$ cat config.mk
export PLATFORM = sky130hd
export DESIGN_NAME = pipeline_sequencer
export DESIGN_NICKNAME = d
export VERILOG_FILES = /design/src/rtl/pipeline_sequencer.sv
export SDC_FILE = /design/constraint.sdc
export NUM_CORES = 1
export LEC_CHECK = 0
export ABC_AREA = 1
export CORE_ASPECT_RATIO = 1.25
export CORE_MARGIN = 2
export CORE_UTILIZATION = 42
export CTS_CLUSTER_DIAMETER = 60
export DETAILED_ROUTE_END_ITERATION = 8
export PLACE_DENSITY = 0.86
export SYNTH_ARGS = -nofsm -noshare
export SYNTH_HDL_FRONTEND = slang
export SYNTH_SLANG_ARGS = --single-unit
export TNS_END_PERCENT = 10
$ cat constraint.sdc
create_clock -name clk -period 1.9 [get_ports clk]
set_input_delay 0.38 -clock clk [delete_from_list [all_inputs] [get_ports clk]]
set_output_delay 0.38 -clock clk [all_outputs]
set_load 0.02 [all_outputs]
$ cat src/rtl/pipeline_sequencer.sv
// Stall/flush sequencer for the 5-stage core: converts hazard, MULT/DIV and taken-branch
// events into stage enables and flush controls. Optional macro: PIPELINE_SEQUENCER_PERF_CNT_EN.
module pipeline_sequencer #(
  parameter int unsigned MD_CYCLES   = 8,
  parameter int unsigned FLUSH_DEPTH = 2
) (
  input  logic        clk,
  input  logic        rst_n,
  input  logic        haz_stall,
  input  logic        md_start,
  input  logic        br_taken,
  output logic        pc_en,
  output logic        if_id_en,
  output logic        id_ex_en,
  output logic        if_id_flush,
  output logic        id_ex_flush,
  output logic        md_busy,
  output logic        md_done,
  output logic [1:0]  seq_state,
  output logic [15:0] stall_cycles
);

  typedef enum logic [1:0] {
    S_RUN     = 2'd0,
    S_STALL   = 2'd1,
    S_MD_WAIT = 2'd2,
    S_FLUSH   = 2'd3
  } state_t;

  localparam logic [7:0] MD_LOAD    = 8'(MD_CYCLES - 1);
  localparam logic [7:0] FLUSH_LOAD = 8'(FLUSH_DEPTH - 1);

  state_t     state_q, state_d;
  logic [7:0] cnt_q, cnt_d;
  logic       pc_en_q, if_id_en_q, id_ex_en_q;
  logic       if_id_flush_q, id_ex_flush_q, md_busy_q, md_done_q;

  // Next state and shared down-counter; requests are only honoured from RUN.
  always_comb begin
    state_d = state_q;
    cnt_d   = cnt_q;
    case (state_q)
      S_RUN: begin
        if (br_taken) begin
          state_d = S_FLUSH;
          cnt_d   = FLUSH_LOAD;
        end else if (md_start) begin
          state_d = S_MD_WAIT;
          cnt_d   = MD_LOAD;
        end else if (haz_stall) begin
          state_d = S_STALL;
        end else begin
          state_d = S_RUN;
        end
      end
      S_STALL: state_d = S_RUN;
      S_MD_WAIT, S_FLUSH: begin
        if (cnt_q == 8'd0) begin
          state_d = S_RUN;
        end else begin
          cnt_d = cnt_q - 8'd1;
        end
      end
      default: begin
        state_d = S_RUN;
        cnt_d   = 8'd0;
      end
    endcase
  end

  // State register plus outputs pre-decoded from the next state so they are registered.
  always_ff @(posedge clk or negedge rst_n) begin
    if (!rst_n) begin
      state_q       <= S_RUN;
      cnt_q         <= 8'd0;
      pc_en_q       <= 1'b1;
      if_id_en_q    <= 1'b1;
      id_ex_en_q    <= 1'b1;
      if_id_flush_q <= 1'b0;
      id_ex_flush_q <= 1'b0;
      md_busy_q     <= 1'b0;
      md_done_q     <= 1'b0;
    end else begin
      state_q   <= state_d;
      cnt_q     <= cnt_d;
      md_done_q <= (state_d == S_MD_WAIT) && (cnt_d == 8'd0);
      case (state_d)
        S_RUN: begin
          {pc_en_q, if_id_en_q, id_ex_en_q} <= 3'b111;
          {if_id_flush_q, id_ex_flush_q, md_busy_q} <= 3'b000;
        end
        S_STALL: begin
          {pc_en_q, if_id_en_q, id_ex_en_q} <= 3'b001;
          {if_id_flush_q, id_ex_flush_q, md_busy_q} <= 3'b010;
        end
        S_MD_WAIT: begin
          {pc_en_q, if_id_en_q, id_ex_en_q} <= 3'b000;
          {if_id_flush_q, id_ex_flush_q, md_busy_q} <= 3'b001;
        end
        S_FLUSH: begin
          {pc_en_q, if_id_en_q, id_ex_en_q} <= 3'b111;
          {if_id_flush_q, id_ex_flush_q, md_busy_q} <= 3'b110;
        end
        default: begin
          {pc_en_q, if_id_en_q, id_ex_en_q} <= 3'b111;
          {if_id_flush_q, id_ex_flush_q, md_busy_q} <= 3'b000;
        end
      endcase
    end
  end

  assign pc_en       = pc_en_q;
  assign if_id_en    = if_id_en_q;
  assign id_ex_en    = id_ex_en_q;
  assign if_id_flush = if_id_flush_q;
  assign id_ex_flush = id_ex_flush_q;
  assign md_busy     = md_busy_q;
  assign md_done     = md_done_q;
  assign seq_state   = state_q;

`ifdef PIPELINE_SEQUENCER_PERF_CNT_EN
  logic [15:0] stall_cnt_q;

  // Saturating count of every cycle spent outside RUN.
  always_ff @(posedge clk or negedge rst_n) begin
    if (!rst_n) begin
      stall_cnt_q <= 16'h0000;
    end else if ((state_q != S_RUN) && (stall_cnt_q != 16'hFFFF)) begin
      stall_cnt_q <= stall_cnt_q + 16'h0001;
    end else begin
      stall_cnt_q <= stall_cnt_q;
    end
  end

  assign stall_cycles = stall_cnt_q;
`else
  assign stall_cycles = 16'h0000;
`endif

endmodule

# == Word level (Yosys, flattened, before mapping) ==
# Cells that the tools add are included.
# Widths: inputs -> output; s select.
# totals
regBits,16
output_inout_bits,25
# classes
n_addsub,1
n_eq_ne,6
mux,14
n_reduce_logical,12
# ops
cell,count
$mux 8,3
$logic_not 8->1,2
$pmux 8 s2,1
$pmux 1 s2,5
$reduce_or 2->1,5
$eq 2x2->1 const B,4
$sub 8x1->8 const B,1
$mux 2,3
$pmux 2 s3,1
$reduce_or 3->1,2
$eq 2x1->1 const B,2
$logic_not 2->1,2
$logic_and 1x1->1,1
$mux 1,1

# == Depth between registers and ports, before layout ==
# Gate-level depths: netlist of the first run.
# depth
word_depth,7
depth_mapped,13

# == Worst setup path before layout of the first run ==
# Ideal clock, no wire load.
# synth_path
kind,register -> register
start,register cnt_q[0]
end,register md_done_q (netlist: md_done)
setup_time_ns,0.118
arrival_ns,1.738
t_required_ns,1.782
path_slack_ns,0.044
stages_incl_launch_ff,14
period_less_slack_ns,1.856
path_cell_list,dfrtp_1 inv_1 ha_1 nand2_1 inv_1 nand2_4 nand2_4 o21ai_0 inv_1 ha_1 nand3_1 nor2_1 nand2_1 nor3_2
# synth_via
elab_chain_cells,5
word_cells_on_any_way,11
cone_classes,add/sub: 1; eq/ne: 1; mux: 6; reduce/logical: 3
# synth_lines
item,line,source
"start, declared",34,"logic [7:0] cnt_q, cnt_d;"
"start signal, assigned",85,cnt_q <= cnt_d;
$logic_not 8->1,58,if (cnt_q == 8'd0) begin
$mux 2,58,
$pmux 2 s3,42,case (state_q)
named net state_d[0],33,"state_t state_q, state_d;"
$eq 2x2->1,86,md_done_q <= (state_d == S_MD_WAIT) && (cnt_d == 8'd0);
$logic_and 1x1->1,86,
"end signal, assigned",86,
"end, declared",36,"logic if_id_flush_q, id_ex_flush_q, md_busy_q, md_done_q;"
# The timed path passes the listed nets, and every way through them passes these cells.

# == Worst setup path after layout of the first run ==
# layout_path
start,register if_id_en_q (netlist: if_id_en)
end,output if_id_en
# layout_lines
item,line,source
"start, declared",35,"logic pc_en_q, if_id_en_q, id_ex_en_q;"
"start signal, assigned",77,if_id_en_q <= 1'b1;
"start signal, assigned",89,"{pc_en_q, if_id_en_q, id_ex_en_q} <= 3'b111;"
"start signal, assigned",93,"{pc_en_q, if_id_en_q, id_ex_en_q} <= 3'b001;"
"end, declared",13,"output logic if_id_en,"
# No word-level cell between the ends.

==> results.md, run 1 <==
- CP Buf/Inv Count: 1
- Mapped Avg Cell Area: just over 8 um^2
- Register area share after synthesis: 37.6%
- Share of cell area taken by muxes after synthesis: 0%
- CP max-delay cell: clkdlybuf4s50_1
- Met3 usage: 2.46%
- Xor/xnor share of the synthesized area: less than 1%
- DR vias: 857
- Initial Utilization: 44.2%
- Cts bufs inserted: 3
- Final setup fails: 0
- CTS root buffer: clkbuf_4
- Port Buf Inserts: 13
- Synth Area in Compound Gates: 3.27%
- VDD IR max: 0.465 mV
- Final antenna-violating net count: 0
- Fin worst setup slack: around 0.099 ns
- FF/Latch Area: between 400 and 500 um^2
- Chip height: about 60 um
- Tcrit/Tclk final: 94.8%
- Main combinational cell family by area after synthesis: simple AND/OR/NAND/NOR gates
- Worst skew pair latency: around 0.30 ns
- Diode count: 0
- Leakage: 0.647 nW
- Clock Skew: roughly 0.0095 ns
- Proportion of layout cells with a drive suffix above 1: 22.3%
- Max-cap violation count: 0
- Area growth from synthesis to layout: 19.4%
- Endpoints failing hold: 0
- Die area: 2980 um^2
- CTS tree: yes
- First-pass DRT Iterations: 4
- Status: finished, final reports clean
- CTS max path bufs: 2
- First-pass GRT wire length: approximately 3.7 mm
- GRT overflow: 0
- CP Capture Type: output pin
- Setup Crit Path Kind: reg2out
- Fillers: 215
- DP HPWL: 1.67 mm
- Largest net degree at the start of global routing: 17
- Crit-path leading delay family: buffers and inverters
- Die W: ~49 um
- I/O pin count: 30
- GR Util met2: ~33%
- GP Congestion: 0.852
- CTS clk-pin slew, worst paths: 0.10 ns
- Synth unique cells: 25
- Adder-Cell Fraction of Synth Area: 5.83%
- Vias in the first global route: 858
- Initial antenna violation count: 0
- Wire length per cell: 11.5 um
- Simple-gate area share of the yosys netlist: 33.1%
- DP Worst Slack: -0.0421 ns
- DR iter-0 viols: 22
- CP Data Required Time: between 1.5 and 2 ns
- Slowest stage delay, CP: 0.59 ns
- Layout Nets: 168
- Cell Pwr Density: 485 nW/um^2
- Worst path cell trace: clkdlybuf4s50_1
- Sink Count: 16
- Startpoint Class: register
- H-tree Lvls: 1
- GRT Util Overall: 16.4%
- RSZ-0062 raised after global routing: false
- Worst-path fanout max: 2
- Area of the multi-input gates: 526 um^2
- Ys Warns: 0
- Setup repair bufs after CTS: 0
- Vias per Instance: 4.51
- Max Fclk: between 500 and 600 MHz
- Mapped Area: 1070 um^2
- Most used routing layer: met2
- CP arrival: 1.42 ns
- Met1 usage in global routing: 16.0%
- Min cycle time layout: 1.80 ns
- WL final: between 2 and 2.5 mm
- Synth Register Bits: 16
- Syn Inst Count: ~130
- # rows: 20
- Total power: ~0.62 mW
- Final Max Tran Viols: 0
- Core Region: approximately 2400 um^2
- # DRC: 0
- Tightest Hold Check Type: in2async
==> per-layer routing <==
| metal | share of wire [%] | up-vias |
|---|---|---|
| met4 | 1.9 | 0 |
| met5 | 0 | - |
| met3 | 2.7 | 5 |
| li1 | - | 427 |
| met2 | 58 | 19 |
| met1 | 38 | 406 |
==> Yosys cell counts <==
master,n,area share (%)
buf_4,18,13
nor2_2,2,1.2
dfstp_2,2,4.9
nand3b_1,1,0.70
o21ai_0,3,1.4
o21ai_1,1,0.47
or2_2,1,0.58
nand3_1,9,4.2
ha_1,5,5.8
conb_1,1,0.35
xor2_1,1,0.82
clkinv_4,1,0.82
inv_1,16,5.6
nor2_4,3,3.2
nor3_2,1,0.93
nand2_1,34,12
nand4_1,1,0.58
nor2_1,7,2.5
o21ai_2,1,0.82
nor3_1,1,0.47
nand2_2,5,2.9
nand3_2,1,0.93
dfrtp_1,14,33
o22ai_1,1,0.58
nand2_4,3,3.2
==> stage by stage <==
stage	hold WS, ns	setup TNS, ns	utilization [%]	area, um^2	cells
floorplan	0.0844	0	-	1130	148
global placement	0.490	-0.0134	51.1	1240	186
detailed placement	0.508	-0.0608	51.1	1240	186
CTS	0.398	0	52.6	1280	190
global route	0.408	0	52.7	1280	190
finish	0.393	0	52.7	1280	190
==> kinds of logic (layout without fill, tap and decap cells) <==
family / count (synthesis) / count (layout)
adder cells (fa/ha/maj): 5 / 5
AND/OR/NAND/NOR: 69 / 69
other: 1 / 16
AO/OA/AOI/OAI: 6 / 6
buffers and inverters: 35 / 44
flip-flops: 16 / 16
XOR/XNOR: 1 / 1
==> cells in the final DEF, fill, tap and decap left out, types with 5 or more instances in the layout <==
| cell type | n |
|---|---|
| inv_1 | 16 |
| nand2_2 | 5 |
| ha_1 | 5 |
| nand3_1 | 9 |
| nor2_1 | 7 |
| dfrtp_1 | 14 |
| clkdlybuf4s50_1 | 13 |
| conb_1 | 16 |
| buf_4 | 10 |
| nand2_1 | 34 |
==> final timing paths <==
check / cells past startpoint / slack [ns] / to / from
worst max-delay path: 1 / 0.1 / if_id_en / if_id_en
worst min-delay path: 2 / 0.39 / cnt_q[4] / rst_n
worst max register to register: 13 / 0.16 / md_done / cnt_q[0]
worst min register to register: 2 / 0.53 / cnt_q[0] / cnt_q[0]
max in group asynchronous: 2 / 1.25 / if_id_en / rst_n
min in group clk: 2 / 0.53 / cnt_q[0] / cnt_q[0]
==> power by group <==
part / total, mW / internal, mW / switching (mW)
sequential: 0.340 / 0.340 / 0
clock: 0.230 / 0.117 / 0.113
combinational: 0.0505 / 0.0109 / 0.0396
total: 0.621 / 0.468 / 0.152
==> flip-flops by register name, indices dropped and copies added (netlist names) <==
signal	count
id_ex_en	1
seq_state	2
md_busy	1
if_id_en	1
cnt_q	8
md_done	1
id_ex_flush	1
if_id_flush	1
==> final cells by class <==
type | instances | share of cell area [%]
clock buffers | 4 | 2.83
inverters | 17 | 5.38
multi-input cells | 97 | 41.1
flip-flops and latches | 16 | 31.5
repair buffers | 23 | 16.0
well taps | 33 | 3.23
==> what timing repair did <==
action / in CTS / in global routing
resized for setup: 1 / 1
endpoints found under the setup margin: 1 / 1
hold buffers: 0 / 0
pin swaps: 0 / 0
(Power assumes the default switching activity.)
==> inputs of run 2 (changes only) <==
--- a/config.mk
+++ b/config.mk
@@ -12,6 +12,7 @@
 export CTS_CLUSTER_DIAMETER = 60
 export DETAILED_ROUTE_END_ITERATION = 8
 export PLACE_DENSITY = 0.86
+export SETUP_SLACK_MARGIN = 0.4
 export SYNTH_ARGS = -nofsm -noshare
 export SYNTH_HDL_FRONTEND = slang
 export SYNTH_SLANG_ARGS = --single-unit
==> run 2 against run 1 <==
  * Hold slack is essentially flat
  * Critical endpoint is now md_done
  * Clock skew shrank 0.0081 ns
  * Critical path type is now reg2reg
  * Sequential share of layout area grew 0.63 points
  * Power shrank 0.99%
  * Design area shrank 2.0%
  * Register-to-register slack gained 0.06 ns
  * Worst setup slack gained 0.12 ns
  * Clock power shrank 2%
  * Count of clock-buffer cells in the layout is the same
==> results.md, run 2 (synthesized netlist as in run 1, its figures left out) <==
- Status: finished, final reports clean
- GP Congestion: 0.769 (-9.8%)
- CP arrival: 1.90 ns (+0.48 ns)
- Fin worst setup slack: 0.222 ns (+0.123 ns)
- First-pass GRT wire length: 3.31 mm (-9.5%)
- # DRC: 0 (unchanged)
- Commonest non-fill, non-tap cells in the layout: nand2_1, conb_1, dfrtp_1, inv_1
- DR iter-0 viols: 18 (-18%)
- Core Region: 2430 um^2 (unchanged)
- DP HPWL: 1.62 mm (-3.4%)
- CP max-delay cell: dfrtp_1
- GRT overflow: 0 (unchanged)
- # hold bufs at CTS: 0 (unchanged)
- Worst-path fanout max: 6 (+4)
- Sink Count: 16 (unchanged)
- Worst Reg-to-Reg Cells: 13 (unchanged)
- Chip height: 60.5 um (unchanged)
- Combinational power share: 7.8% (-0.3 points)
- Clock Skew: 0.00137 ns (-0.00810 ns)
- Layout Nets: 160 (-4.8%)
- Initial antenna violation count: 0 (unchanged)
- Setup repair bufs after CTS: 0 (unchanged)
- Stages on worst setup path: 13 (+12)
- Total power: 0.614 mW (-0.99%)
- Clock network power share: 36.8% (-0.2 points)
- CTS root buffer: clkbuf_4
- Most common cell after layout, fill and taps aside: nand2_1
- Startpoint Class: register
- CP Capture Type: register
- Final setup fails: 0 (unchanged)
- Tcrit/Tclk final: 88.3% (-6.5 points)
- Proportion of layout cells with a drive suffix above 1: 22.8% (+0.53 points)
- WL final: 2.02 mm (-7.6%)
- Sum Neg Setup Slack: 0 ns (unchanged)
- Port Buf Inserts: 13 (unchanged)
- Area growth from synthesis to layout: 17.0%
- Sw Share: 24.0% (-0.53 points)
- RSZ-0062 raised after global routing: true
- Most used cell, CP: nand2_4
- Worst skew pair latency: 0.29 ns (about the same)
- Diode count: 0 (unchanged)
- Vias per Instance: 4.48 (-0.72%)
- Crit path to: md_done
- Largest register FFs: 8 (unchanged)
- Max-cap violation count: 0 (unchanged)
- Tightest Hold Check Type: in2async
- CP Data Required Time: 2.12 ns (+0.60 ns)
- Fillers: 229 (+6.5%)
- I/O pin count: 30 (unchanged)
- Largest Register: cnt_q
- CTS max path bufs: 2 (unchanged)
- Hold WS: 0.393 ns (+0.000391 ns)
- Final antenna-violating net count: 0 (unchanged)
- FF-to-FF Start: cnt_q[0]
- Utilization after layout: 51.7% (-1.0 points)
- Capturing point of the worst reg2reg path: md_done
- Worst path cell trace: inv_4 -> ha_4 -> nand2_4 -> inv_2 -> nand2_4 -> nand2_4 -> o21ai_4 -> inv_1 -> ha_2 -> nand3_2 -> nor2_1 -> nand2_1 -> nor3_2
- Final Max Tran Viols: 0 (unchanged)
- Cts bufs inserted: 3 (unchanged)
- Vias in the first global route: 812 (-5.4%)
- R2r setup slk: 0.22 ns (+0.06 ns)
- CTS clk-pin slew, worst paths: 0.09 ns (about the same)
- # rows: 20 (unchanged)
- Min cycle time layout: 1.68 ns (-0.123 ns)
- First-pass DRT Iterations: 4 (unchanged)
- Worst Setup SP: cnt_q[0]
- Largest net degree at the start of global routing: 17 (unchanged)
- Int Power: 0.467 mW (-0.29%)
- Wire length per cell: 11.1 um (-3.6%)
- Endpoints failing hold: 0 (unchanged)
- Max Fclk: 596 MHz (+7.4%)
- GRT Util Overall: 14.5% (-1.9 points)
- Switching Power: 0.148 mW (-3.1%)
- Leakage: 0.617 nW (-4.7%)
- DP Worst Slack: 0.0150 ns (+0.0571 ns)
- Slowest stage delay, CP: 0.42 ns (-0.17 ns)
- VDD IR max: 0.509 mV (+9.5%)
- FF/Latch Area: 403 um^2 (unchanged)
- Cell Pwr Density: 490 nW/um^2 (+0.98%)
- DR vias: 815 (-4.9%)
- Die W: 49.2 um (unchanged)
- CTS tree: yes
- Setup Crit Path Kind: reg2reg
- CP Buf/Inv Count: 3 (+2)
- Area of the multi-input gates: 561 um^2 (+6.7%)
- Initial Utilization: 44.2% (unchanged)
- H-tree Lvls: 1 (unchanged)
- Crit-path leading delay family: simple AND/OR/NAND/NOR gates
- Die area: 2980 um^2 (unchanged)
- Flop pwr share: 55.4% (+0.5 points)
-- run 2: worst reg2reg max path: cells and delay by family (launching register included) --
family / cells / cell delay, ns
compound gates: 1 / 0.08
simple gates: 7 / 0.52
buf+inv: 3 / 0.24
fa+ha+maj: 2 / 0.34
flops: 1 / 0.42
-- run 2: power groups by stage --
stage | Sequential, mW | Clock (mW) | Combinational, mW
5_1_grt | 0.341 | 0.246 | 0.0530
3_3_place_gp | 0.347 | 0 | 0.0473
6_report | 0.340 | 0.226 | 0.0480
2_1_floorplan | 0.347 | 0 | 0.0557
4_1_cts | 0.341 | 0.234 | 0.0479
3_5_place_dp | 0.347 | 0 | 0.0478
-- run 2: layout make-up --
class | count | share of cell area [%]
Multi-Input combinational cell | 97 | 44.7
Sequential cell | 16 | 32.1
Timing Repair Buffer | 15 | 11.4
Inverter | 17 | 5.68
Tap cell | 33 | 3.29
Clock buffer | 4 | 2.89
-- run 2: worst min path at each step --
stage | startpoint | end | slack (ns) | depth (start not counted)
after detailed placement | cnt_q[7] | cnt_q[7] | 0.53 | 2
after floorplan | rst_n | cnt_q[0] | 0.08 | 0
final | rst_n | md_done | 0.39 | 2
after global routing | rst_n | cnt_q[0] | 0.42 | 2
after CTS | rst_n | md_done | 0.39 | 2
after global placement | cnt_q[0] | cnt_q[0] | 0.51 | 2
-- run 2: repair_timing --
action	4_1_cts	5_1_grt
gates resized for setup	4	2
endpoints found under the hold margin	0	0
setup endpoints to repair	12	14
-- run 2: per-stage QoR --
step           instances  instance area (um^2)
2_1_floorplan        148                  1170
3_3_place_gp         178                  1220
3_5_place_dp         178                  1220
4_1_cts              182                  1250
5_1_grt              182                  1250
6_report             182                  1250
-- run 2: routing by layer --
metal	vias up	GRT usage, %	part of all wire (%)
met3	2	2.71	4.9
met5	-	0	0
li1	408	-	-
met4	0	6.12	1.1
met1	382	14.3	37
met2	23	29.7	57
==> inputs of run 3 (changes only) <==
--- a/config.mk
+++ b/config.mk
@@ -6,12 +6,14 @@
 export NUM_CORES = 1
 export LEC_CHECK = 0
 export ABC_AREA = 1
-export CORE_ASPECT_RATIO = 1.25
+export CELL_PAD_IN_SITES_DETAIL_PLACEMENT = 0
+export CELL_PAD_IN_SITES_GLOBAL_PLACEMENT = 1
+export CORE_ASPECT_RATIO = 0.8
 export CORE_MARGIN = 2
-export CORE_UTILIZATION = 42
+export CORE_UTILIZATION = 31
 export CTS_CLUSTER_DIAMETER = 60
 export DETAILED_ROUTE_END_ITERATION = 8
-export PLACE_DENSITY = 0.86
+export PLACE_DENSITY = 0.88
 export SETUP_SLACK_MARGIN = 0.4
 export SYNTH_ARGS = -nofsm -noshare
 export SYNTH_HDL_FRONTEND = slang
==> run 3 against run 2 <==
  * Power up 6.1%
  * Sequential power barely moved
  * Sequential share of layout area shrank 2.0 points
  * Clock skew increased by 0.010 ns
  * Hold slack improved by 0.047 ns
  * Combinational power is 2% higher
  * Routed wire length is 0.79% lower
  * Non-clock buffer count up 8
  * Clock power is 16% higher
  * Global-route usage down 3.9 points
  * Utilization shrank 12 points
  * Critical path type is now reg2out
  * Highest routed layer is now met3
==> results.md, run 3 (synthesized netlist as in run 1, its figures left out) <==
- Most common cell after layout, fill and taps aside: nand2_1
- Stages on worst setup path: 1 (-12)
- Cts bufs inserted: 3 (unchanged)
- # rows: 19 (-5.0%)
- Crit path to: if_id_en
- First-pass GRT wire length: 3.24 mm (-2.1%)
- CP Buf/Inv Count: 1 (-2)
- Port Buf Inserts: 13 (unchanged)
- Placed Cells: 188 (+5.6%)
- DP Worst Slack: 0.0365 ns (+0.0215 ns)
- Area growth from synthesis to layout: 25.6%
- Clock Skew: 0.0114 ns (+0.0100 ns)
- Tcrit/Tclk final: 91.0% (+2.7 points)
- Worst path cell trace: clkdlybuf4s50_1
- CTS tree: yes
- Initial Utilization: 31.8% (-12 points)
- Leakage: 0.660 nW (+7.1%)
- Final antenna-violating net count: 0 (unchanged)
- GRT overflow: 0 (unchanged)
- Capturing point of the worst reg2reg path: id_ex_flush
- Vias in the first global route: 684 (-16%)
- Core Region: 3380 um^2 (+39%)
- Final setup fails: 0 (unchanged)
- Max-cap violation count: 0 (unchanged)
- CP Data Required Time: 1.52 ns (-0.60 ns)
- Largest Register: cnt_q
- Worst Reg-to-Reg Cells: 10 (-3)
- # hold bufs at CTS: 0 (unchanged)
- CTS clk-pin slew, worst paths: 0.07 ns (-0.02 ns)
- DR vias: 819 (+0.49%)
- DR iter-0 viols: 15 (-3)
- Setup Crit Path Kind: reg2out
- H-tree Lvls: 1 (unchanged)
- Endpoints failing hold: 0 (unchanged)
- Diode count: 0 (unchanged)
- Initial antenna violation count: 0 (unchanged)
- Finished Layout Cells: 199 (+9.3%)
- Wire length per cell: 10.1 um (-9.3%)
- Area of the multi-input gates: 568 um^2 (+1.3%)
- Chip height: 56.6 um (-6.4%)
- Largest net degree at the start of global routing: 17 (unchanged)
- R2r setup slk: 0.20 ns (-0.02 ns)
- Proportion of layout cells with a drive suffix above 1: 28.0% (+5.2 points)
- CP Capture Type: output pin
- Final Max Tran Viols: 0 (unchanged)
- Worst Setup SP: if_id_en
- DP HPWL: 1.50 mm (-7.3%)
- Worst-path fanout max: 2 (-4)
- Layout Nets: 168 (+5.0%)
- Tightest Hold Check Type: in2async
- GP Congestion: 0.748 (-2.7%)
- Cell Pwr Density: 484 nW/um^2 (-1.1%)
- CTS root buffer: clkbuf_8
- Fin worst setup slack: 0.172 ns (-0.0506 ns)
- Max Fclk: 579 MHz (-2.9%)
- CTS max path bufs: 2 (unchanged)
- Largest register FFs: 8 (unchanged)
- Commonest non-fill, non-tap cells in the layout: nand2_1, conb_1, inv_1, dfrtp_1, clkdlybuf4s50_1
- Min cycle time layout: 1.73 ns (+0.0506 ns)
- Crit-path leading delay family: buffers and inverters
- Sink Count: 16 (unchanged)
- Slowest stage delay, CP: 0.59 ns (+0.17 ns)
- First-pass DRT Iterations: 4 (unchanged)
- Die W: 69.8 um (+42%)
- Die area: 3950 um^2 (+33%)
- RSZ-0062 raised after global routing: true
- # DRC: 0 (unchanged)
- GRT Util Overall: 10.6% (-3.9 points)
- CP max-delay cell: clkdlybuf4s50_1
- Vias per Instance: 4.12 (-8.1%)
- Fillers: 365 (+59%)
- WL final: 2.00 mm (-0.79%)
- Startpoint Class: register
- CP arrival: 1.35 ns (-0.55 ns)
- Sum Neg Setup Slack: 0 ns (unchanged)
- VDD IR max: 0.560 mV (+10%)
- I/O pin count: 30 (unchanged)
- FF/Latch Area: 405 um^2 (+0.62%)
- Worst skew pair latency: 0.25 ns (-0.04 ns)
- FF-to-FF Start: cnt_q[1]
- Status: finished, final reports clean
run 3: cell count changes in the layout (fill, tap and decap cells not counted), sizes merged:
cell	change
buf	+8
dlygate4sd2	-3
dlymetal6s2s	-1
clkdlybuf4s50	+4
run 3: final cells by class:
type | instances | share of cell area (%)
timing repair buffer | 23 | 15.1
multi-input combinational | 97 | 42.2
clock buffer | 4 | 3.35
inverter | 17 | 5.30
sequential | 16 | 30.1
tap | 42 | 3.90
run 3: worst min path at each step:
stage,depth (start not counted),slack (ns),startpoint,to
finish,2,0.44,rst_n,id_ex_flush
global route,2,0.48,rst_n,cnt_q[2]
CTS,2,0.44,rst_n,cnt_q[2]
detailed placement,2,0.52,cnt_q[0],cnt_q[0]
global placement,2,0.51,cnt_q[0],cnt_q[0]
floorplan,0,0.08,rst_n,cnt_q[0]
run 3: report_power, final:
group	leakage, nW	switching, mW	internal, mW
registers	0.170	0	0.341
logic	0.467	0.0383	0.0108
clock network	0.0228	0.113	0.148
total	0.660	0.152	0.500
run 3: timing repair:
item / CTS / global route
setup buffers: 0 / 7
setup endpoints to repair: 12 / 13
pin swaps: 0 / 7
gates resized for setup: 2 / 4
run 3: through the flow:
stage | hold slack (ns) | cell area [um^2] | power, mW | util, %
3_3_place_gp | 0.513 | 1240 | 0.396 | 36.7
6_report | 0.440 | 1350 | 0.652 | 39.9
3_5_place_dp | 0.515 | 1240 | 0.396 | 36.7
4_1_cts | 0.442 | 1280 | 0.665 | 38.0
2_1_floorplan | 0.0844 | 1170 | 0.403 | -
5_1_grt | 0.480 | 1350 | 0.682 | 39.9
run 3: metal layers:
layer	wire, um	global-route usage [%]	vias to the layer above	part of all wire, %
met1	1020	16.1	377	51
met2	885	15.0	21	44
met5	0	0	-	0
li1	-	-	421	-
met3	98	3.95	0	4.9
met4	0	0.824	0	0
